<file path="src/rtl/spi_pkg.sv">
// -----------------------------------------------------------------------------
// spi_pkg
//   Shared definitions for the configurable SPI master:
//     - FSM state encoding (IDLE, SETUP, XFER, HOLD, DONE)
//     - SPI mode constants MODE0..MODE3, encoded as {cpol, cpha}
//     - counter width helper for the SCLK half-period divider
// -----------------------------------------------------------------------------
package spi_pkg;

    // FSM state encoding
    localparam logic [2:0] ST_IDLE  = 3'd0;
    localparam logic [2:0] ST_SETUP = 3'd1;
    localparam logic [2:0] ST_XFER  = 3'd2;
    localparam logic [2:0] ST_HOLD  = 3'd3;
    localparam logic [2:0] ST_DONE  = 3'd4;

    // SPI modes as {cpol, cpha}
    localparam logic [1:0] MODE0 = 2'b00;
    localparam logic [1:0] MODE1 = 2'b01;
    localparam logic [1:0] MODE2 = 2'b10;
    localparam logic [1:0] MODE3 = 2'b11;

    // Width of a counter that runs 0..div-1; never narrower than one bit.
    function automatic int cnt_width(input int div);
        if (div > 1) begin
            return $clog2(div);
        end else begin
            return 1;
        end
    endfunction

endpackage

</file>
<file path="src/rtl/spi_clk_gen.sv">
// -----------------------------------------------------------------------------
// spi_clk_gen
//   Half-period tick generator for the SPI master. Counts CLK_DIV clk cycles
//   per SCLK half-period while enabled and flags the last cycle of each
//   half-period. While edge_en is high, every tick is also classified as a
//   leading or trailing SCLK edge (alternating, leading first after clr).
//
// Ports
//   clk      in   system clock
//   rst      in   synchronous reset, active-high
//   en       in   count enable
//   clr      in   synchronous clear of counter and edge phase
//   edge_en  in   classify ticks as SCLK edges
//   tick     out  last cycle of the current half-period
//   lead     out  tick that produces a leading SCLK edge
//   trail    out  tick that produces a trailing SCLK edge
// -----------------------------------------------------------------------------
module spi_clk_gen
    import spi_pkg::*;
#(
    parameter int CLK_DIV = 4
) (
    input  logic clk,
    input  logic rst,
    input  logic en,
    input  logic clr,
    input  logic edge_en,
    output logic tick,
    output logic lead,
    output logic trail
);

    localparam int               CNT_W = cnt_width(CLK_DIV);
    localparam logic [CNT_W-1:0] LAST  = CNT_W'(CLK_DIV - 1);

    logic [CNT_W-1:0] cnt_r;
    logic             phase_r;
    logic             tick_s;

    // Half-period counter, wraps at CLK_DIV-1.
    always_ff @(posedge clk) begin
        if (rst || clr) begin
            cnt_r <= {CNT_W{1'b0}};
        end else if (en) begin
            if (cnt_r == LAST) begin
                cnt_r <= {CNT_W{1'b0}};
            end else begin
                cnt_r <= cnt_r + CNT_W'(1);
            end
        end
    end

    // Edge phase: 0 means the next edge is a leading one.
    always_ff @(posedge clk) begin
        if (rst || clr) begin
            phase_r <= 1'b0;
        end else if (tick_s && edge_en) begin
            phase_r <= ~phase_r;
        end
    end

    // Tick and edge strobe decode.
    always_comb begin
        tick_s = 1'b0;
        lead   = 1'b0;
        trail  = 1'b0;
        if (en && (cnt_r == LAST)) begin
            tick_s = 1'b1;
            lead   = edge_en & ~phase_r;
            trail  = edge_en & phase_r;
        end else begin
            tick_s = 1'b0;
        end
    end

    assign tick = tick_s;

endmodule

</file>
<file path="src/rtl/spi_master_cfg.sv">
// -----------------------------------------------------------------------------
// spi_master_cfg
//   Parametrised SPI master: DATA_W-bit words MSB first, SCLK half-period of
//   CLK_DIV clk cycles, run-time CPOL/CPHA, N_SS active-low selects and a
//   start/busy/done handshake. A request with an out-of-range ss_sel is
//   rejected with a one-cycle err pulse.
//
//   Build option: SPI_LOOPBACK_EN -- when defined, the received bit is the
//   master's own MOSI and the MISO pin is ignored (self-test without slave).
//
// Ports
//   clk      in   system clock, rising edge
//   rst      in   synchronous reset, active-high
//   start    in   transfer request, sampled while idle
//   cpol     in   SCLK idle level, latched on accept
//   cpha     in   0: sample on leading edge, 1: sample on trailing edge
//   ss_sel   in   slave index, latched on accept
//   tx_data  in   word to send, latched on accept
//   rx_data  out  received word, updated with done and then held
//   busy     out  transfer in progress
//   done     out  one-cycle end-of-transfer pulse
//   err      out  one-cycle pulse for a rejected start
//   SCLK     out  SPI clock
//   MOSI     out  master out
//   MISO     in   master in
//   SS       out  active-low slave selects
// -----------------------------------------------------------------------------
module spi_master_cfg
    import spi_pkg::*;
#(
    parameter int  DATA_W  = 8,
    parameter int  N_SS    = 1,
    parameter int  CLK_DIV = 4,
    localparam int SEL_W   = $clog2(N_SS) | 1
) (
    input  logic              clk,
    input  logic              rst,
    input  logic              start,
    input  logic              cpol,
    input  logic              cpha,
    input  logic [SEL_W-1:0]  ss_sel,
    input  logic [DATA_W-1:0] tx_data,
    output logic [DATA_W-1:0] rx_data,
    output logic              busy,
    output logic              done,
    output logic              err,
    output logic              SCLK,
    output logic              MOSI,
    input  logic              MISO,
    output logic [N_SS-1:0]   SS
);

    localparam int                EDGE_W    = $clog2(2 * DATA_W);
    localparam logic [EDGE_W-1:0] LAST_EDGE = EDGE_W'(2 * DATA_W - 1);
    localparam logic [SEL_W:0]    N_SS_L    = (SEL_W + 1)'(N_SS);

    logic [2:0]        state_r;
    logic              cpol_r;
    logic              cpha_r;
    logic [DATA_W-1:0] tx_sh_r;
    logic [DATA_W-1:0] rx_sh_r;
    logic [DATA_W-1:0] rx_data_r;
    logic [EDGE_W-1:0] edge_cnt_r;
    logic              sclk_r;
    logic              mosi_r;
    logic [N_SS-1:0]   ss_r;
    logic              busy_r;
    logic              done_r;
    logic              err_r;

    logic              sel_ok_s;
    logic              accept_s;
    logic              reject_s;
    logic              cnt_en_s;
    logic              xfer_s;
    logic              tick_s;
    logic              lead_s;
    logic              trail_s;
    logic              capture_s;
    logic              shift_s;
    logic              sample_s;
    logic [N_SS-1:0]   ss_low_s;

    // Start qualification: only an idle master reacts to start.
    always_comb begin
        sel_ok_s = ({1'b0, ss_sel} < N_SS_L);
        ss_low_s = ~(N_SS'(1'b1) << ss_sel);
        if (start && (state_r == ST_IDLE)) begin
            accept_s = sel_ok_s;
            reject_s = ~sel_ok_s;
        end else begin
            accept_s = 1'b0;
            reject_s = 1'b0;
        end
    end

    // Divider runs through SETUP, XFER and HOLD; edges exist only in XFER.
    // With cpha=1 the data edge and the sample edge swap roles.
    always_comb begin
        cnt_en_s = 1'b0;
        xfer_s   = 1'b0;
        case (state_r)
            ST_SETUP: cnt_en_s = 1'b1;
            ST_XFER: begin
                cnt_en_s = 1'b1;
                xfer_s   = 1'b1;
            end
            ST_HOLD:  cnt_en_s = 1'b1;
            default: begin
                cnt_en_s = 1'b0;
                xfer_s   = 1'b0;
            end
        endcase
        if (cpha_r) begin
            shift_s   = lead_s;
            capture_s = trail_s;
        end else begin
            shift_s   = trail_s;
            capture_s = lead_s;
        end
    end

`ifdef SPI_LOOPBACK_EN
    logic unused_miso_s;
    assign unused_miso_s = MISO;

    // Loopback: the received bit is the bit currently driven on MOSI.
    always_comb begin
        sample_s = mosi_r;
    end
`else
    // Normal operation: the received bit comes from the MISO pin.
    always_comb begin
        sample_s = MISO;
    end
`endif

    spi_clk_gen #(
        .CLK_DIV (CLK_DIV)
    ) u_clk_gen (
        .clk     (clk),
        .rst     (rst),
        .en      (cnt_en_s),
        .clr     (accept_s),
        .edge_en (xfer_s),
        .tick    (tick_s),
        .lead    (lead_s),
        .trail   (trail_s)
    );

    // Transfer FSM and all registered pin/handshake outputs.
    always_ff @(posedge clk) begin
        if (rst) begin
            state_r    <= ST_IDLE;
            cpol_r     <= 1'b0;
            cpha_r     <= 1'b0;
            tx_sh_r    <= {DATA_W{1'b0}};
            rx_sh_r    <= {DATA_W{1'b0}};
            rx_data_r  <= {DATA_W{1'b0}};
            edge_cnt_r <= {EDGE_W{1'b0}};
            sclk_r     <= 1'b0;
            mosi_r     <= 1'b0;
            ss_r       <= {N_SS{1'b1}};
            busy_r     <= 1'b0;
            done_r     <= 1'b0;
            err_r      <= 1'b0;
        end else begin
            // done is raised in the cycle after DONE, together with rx_data.
            done_r <= (state_r == ST_DONE);
            err_r  <= reject_s;
            case (state_r)
                ST_IDLE: begin
                    if (accept_s) begin
                        cpol_r     <= cpol;
                        cpha_r     <= cpha;
                        sclk_r     <= cpol;
                        ss_r       <= ss_low_s;
                        rx_sh_r    <= {DATA_W{1'b0}};
                        edge_cnt_r <= {EDGE_W{1'b0}};
                        busy_r     <= 1'b1;
                        state_r    <= ST_SETUP;
                        // cpha=0 presents the MSB before the first edge;
                        // cpha=1 drives it on the first (leading) edge.
                        if (cpha) begin
                            tx_sh_r <= tx_data;
                        end else begin
                            mosi_r  <= tx_data[DATA_W-1];
                            tx_sh_r <= {tx_data[DATA_W-2:0], 1'b0};
                        end
                    end
                end
                ST_SETUP: begin
                    if (tick_s) begin
                        state_r <= ST_XFER;
                    end
                end
                ST_XFER: begin
                    if (lead_s || trail_s) begin
                        sclk_r <= ~sclk_r;
                        // Edge counter saturates on the last edge.
                        if (edge_cnt_r == LAST_EDGE) begin
                            state_r <= ST_HOLD;
                        end else begin
                            edge_cnt_r <= edge_cnt_r + EDGE_W'(1);
                        end
                    end
                    if (capture_s) begin
                        rx_sh_r <= {rx_sh_r[DATA_W-2:0], sample_s};
                    end
                    if (shift_s) begin
                        mosi_r  <= tx_sh_r[DATA_W-1];
                        tx_sh_r <= {tx_sh_r[DATA_W-2:0], 1'b0};
                    end
                end
                ST_HOLD: begin
                    if (tick_s) begin
                        ss_r    <= {N_SS{1'b1}};
                        state_r <= ST_DONE;
                    end
                end
                ST_DONE: begin
                    rx_data_r <= rx_sh_r;
                    busy_r    <= 1'b0;
                    state_r   <= ST_IDLE;
                end
                default: begin
                    ss_r    <= {N_SS{1'b1}};
                    busy_r  <= 1'b0;
                    state_r <= ST_IDLE;
                end
            endcase
        end
    end

    assign rx_data = rx_data_r;
    assign busy    = busy_r;
    assign done    = done_r;
    assign err     = err_r;
    assign SCLK    = sclk_r;
    assign MOSI    = mosi_r;
    assign SS      = ss_r;

endmodule

</file>
<file path="config.mk">
export PLATFORM = sky130hd
export DESIGN_NAME = spi_master_cfg
export DESIGN_NICKNAME = d
export VERILOG_FILES = /design/src/rtl/spi_pkg.sv /design/src/rtl/spi_clk_gen.sv /design/src/rtl/spi_master_cfg.sv
export SDC_FILE = /design/constraint.sdc
export NUM_CORES = 1
export LEC_CHECK = 0
export CORE_MARGIN = 3
export CORE_UTILIZATION = 48
export DETAILED_ROUTE_END_ITERATION = 6
export GPL_ROUTABILITY_DRIVEN = 0
export PLACE_DENSITY = 0.75
export REMOVE_ABC_BUFFERS = 1
export SYNTH_ARGS = -nofsm -noshare
export SYNTH_HDL_FRONTEND = slang
export SYNTH_SLANG_ARGS = --single-unit
</file>
<file path="constraint.sdc">
create_clock -name clk -period 1.69 [get_ports clk]
set_input_delay 0.338 -clock clk [delete_from_list [all_inputs] [get_ports clk]]
set_output_delay 0.338 -clock clk [all_outputs]
set_load 0.02 [all_outputs]
</file>
==> metrics.yaml, run 1 <==
setup_path:
  cp-end-kind: "output pin"
  cpMaxStageDelayCell: "clkdlybuf4s50_1"
  path_class: "reg -> out"
  setup.worst_path.start: "SCLK"
  crit_path_start_kind: "flip-flop"
  reg2reg_from: "u_clk_gen.cnt_r[0]"
  cp_slowest_stage_delay_ps: 620
  cp_cell_sequence: "clkdlybuf4s50_1"
  cp_max_fo: 3
  critPathArrivalTime_ps: 1280
  crit_buf_inv: 1
  ff2ff_setup_slack_ps: 160
  required_ps: 1350
  critical-path-top-delay-family: "buffers and inverters"
final_layout:
  instances_no_fill: 318
  drive_gt1_share_pct: 18.15
  synthToLayoutAreaGrowth_pct: 30.93
  fin_nets: 287
  register_area_um2: 822.0
  final_cell_mix: "40 x dfxtp_1, 31 x a21oi_1, 28 x clkdlybuf4s50_1"
  multi_input_area_um2: 992.2
  diodes: 0
  utilization_pct: 66.78
  final_common_cell: "dfxtp_1"
  fillers: 339
sta:
  finalHoldWorstSlack_ps: 457.1
  tightest_slew_ps: 321.9
  tns_ps: 0
  min_period_ps: 1616
  skew_ps: 4.020
  max_freq_ghz: 0.6188
  report.final.setup_viol: 0
  rsz0062_at_grt: "no"
  final.period_utilization_pct: 95.62
  relSlewSlack_pct: 78.41
  final-hold-violation-count: 0
  report.final.slew_viol_count: 0
route:
  firstDrtPassIters: 4
  vias: 1723
  wl_um: 4102
  drc: 0
  avgRoutedWirePerCell_um: 12.90
  postRouteAntennaNets: 0
  via_per_inst: 5.418
  drtIter0Drc: 136
clocking:
  cts_tree: "yes"
  root_buffer: "clkbuf_8"
  cts_resized: 0
  ctsLongestPathBuffers: 2
  clkSlewWorstSetupHoldPaths_ps: 70
  htree_levels: 2
  post_cts_buffers: 0
  clkLatencyLatePin_ps: 290
  cts_buffers: 5
  ctsHoldBuffers: 0
  clock-sinks: 41
die:
  die_area_mm2: 0.004771
  die_h_um: 69.07
  start_util_pct: 51.00
  die_w_um: 69.07
  ioPinCount: 29
  core-area_mm2: 0.003744
  rows: 22
global_route:
  grt_max_degree: 27
  met1_usage_pct: 23.06
  busiest_layer: "met2"
  overflow: 0
  grtUsageMet3_pct: 4.956
  first_global_vias: 1587
  met2_usage_pct: 28.28
  grt_first_pass_wirelength_um: 6982
  antenna_found_initial: 0
  gr-usage-all-layers_pct: 17.56
yosys:
  yosys_warnings: 0
  yosysTopAreaCell: "dfxtp_1"
  syn_area_mm2: 0.001909
  syn_area_per_cell_um2: 8.562
  ys_types: 37
  synth_area_leaders: "dfxtp_1 43%, a21oi_1 8.1%, mux2i_1 6.8%, nand2_1 4.5%, mux2_2 4.1%"
  ys_ff_latch: 41
  syn_inst: 223
  ys_seq_area_share_pct: 42.99
  synth_top_cell_area_share_pct: 42.99
run:
  drv_cap: 0
place:
  placement.io_buffers: 28
  dp_cells: 311
  hpwlAfterDp_um: 2962
power_and_ir_drop:
  peakVddDrop_v: 0.0005112
  p_leak_nw: 0.9161
  p_per_area_mw_per_mm2: 798.9
run_status:
  outcome: "completed"
min_path:
  hold_class: "reg -> reg"
  hp-start: "rx_data[1]"
## metal layers
metal | wire (µm) | share of wire (%)
met1 | 2011 | 49
met2 | 1905 | 46
met3 | 152 | 3.7
met4 | 33 | 0.80
met5 | 0 | 0
## synthesized netlist by cell type
cell	instances
inv_2	1
or3_1	10
or4_1	1
a22oi_1	2
and3_1	1
and2_1	1
o211ai_1	1
dfxtp_1	41
nand2_1	23
mux2_2	7
o21ai_1	15
o221ai_1	1
o21a_1	1
mux2i_1	13
nor3_1	1
a21oi_1	31
a211o_1	1
xor2_1	3
o41ai_1	1
nand2b_1	2
nand3_1	3
o21ba_2	1
o21ai_0	10
buf_2	4
buf_1	1
a211oi_1	2
nor3b_2	2
clkbuf_1	9
nand4_1	8
nor4b_1	1
nor2_1	13
inv_1	4
or2_1	2
nor4_1	1
nor4b_2	1
buf_6	2
ha_1	2
## stage by stage
stage	setup slack (ps)	power, mW	instance area (µm²)
after floorplan	-281.9	1.131	1829
after global placement	-194.7	1.263	2392
after detailed placement	-222.6	1.268	2392
after CTS	34.17	2.021	2496
after global routing	8.564	2.083	2500
final	74.05	1.997	2500
## worst min-delay path, delay by kind of cell, from the launching register on
family	cells	cell delay, ps
AOI/OAI and AO/OA	1	50
and+or+nand+nor	1	50
DFF	1	310
## sequential cells by signal, indices dropped and copies added, names as in the netlist, 2 cells and up
register / flops
rx_data: 8
edge_cnt_r: 4
state_r: 3
u_clk_gen.cnt_r: 2
rx_sh_r: 8
tx_sh_r: 8
## where the power goes
group	internal (mW)	leakage, nW	total (mW)	switching [mW]
Sequential	0.988	0.333	1.00	0.0164
Clock	0.429	0.0540	0.750	0.321
Combinational	0.129	0.530	0.243	0.114
Total	1.55	0.916	2.00	0.451
## final cells by class
cell class	instances	area share [%]
Sequential cell	41	32.88
Tap cell	48	2.402
Clock buffer	5	2.753
Timing Repair Buffer	56	20.12
Clock inverter	2	1.401
Inverter	5	0.7508
Multi-Input combinational cell	161	39.69
## worst paths after layout
kind	cells past startpoint	endpoint
setup / recovery	1	SCLK
hold / removal	2	rx_data[1]
setup reg to reg	6	tx_sh_r[1]
hold reg to reg	2	rx_data[1]
## logic make-up after synthesis
logic type / Yosys count / share of synthesized area, %
adders and majority gates: 2 / 1.310
and+or+nand+nor: 70 / 19.27
buffers and inverters: 21 / 5.176
muxes: 20 / 10.94
DFF: 41 / 42.99
AOI/OAI and AO/OA: 66 / 18.94
xor gates and xnor gates: 3 / 1.376
No activity file was read; power rests on OpenSTA's default activity.
==> run 2, diff against run 1 <==
- TNS_END_PERCENT: default -> 100
==> results of run 2 <==
The final DEF is identical to that of run 1; final timing and power are the same.
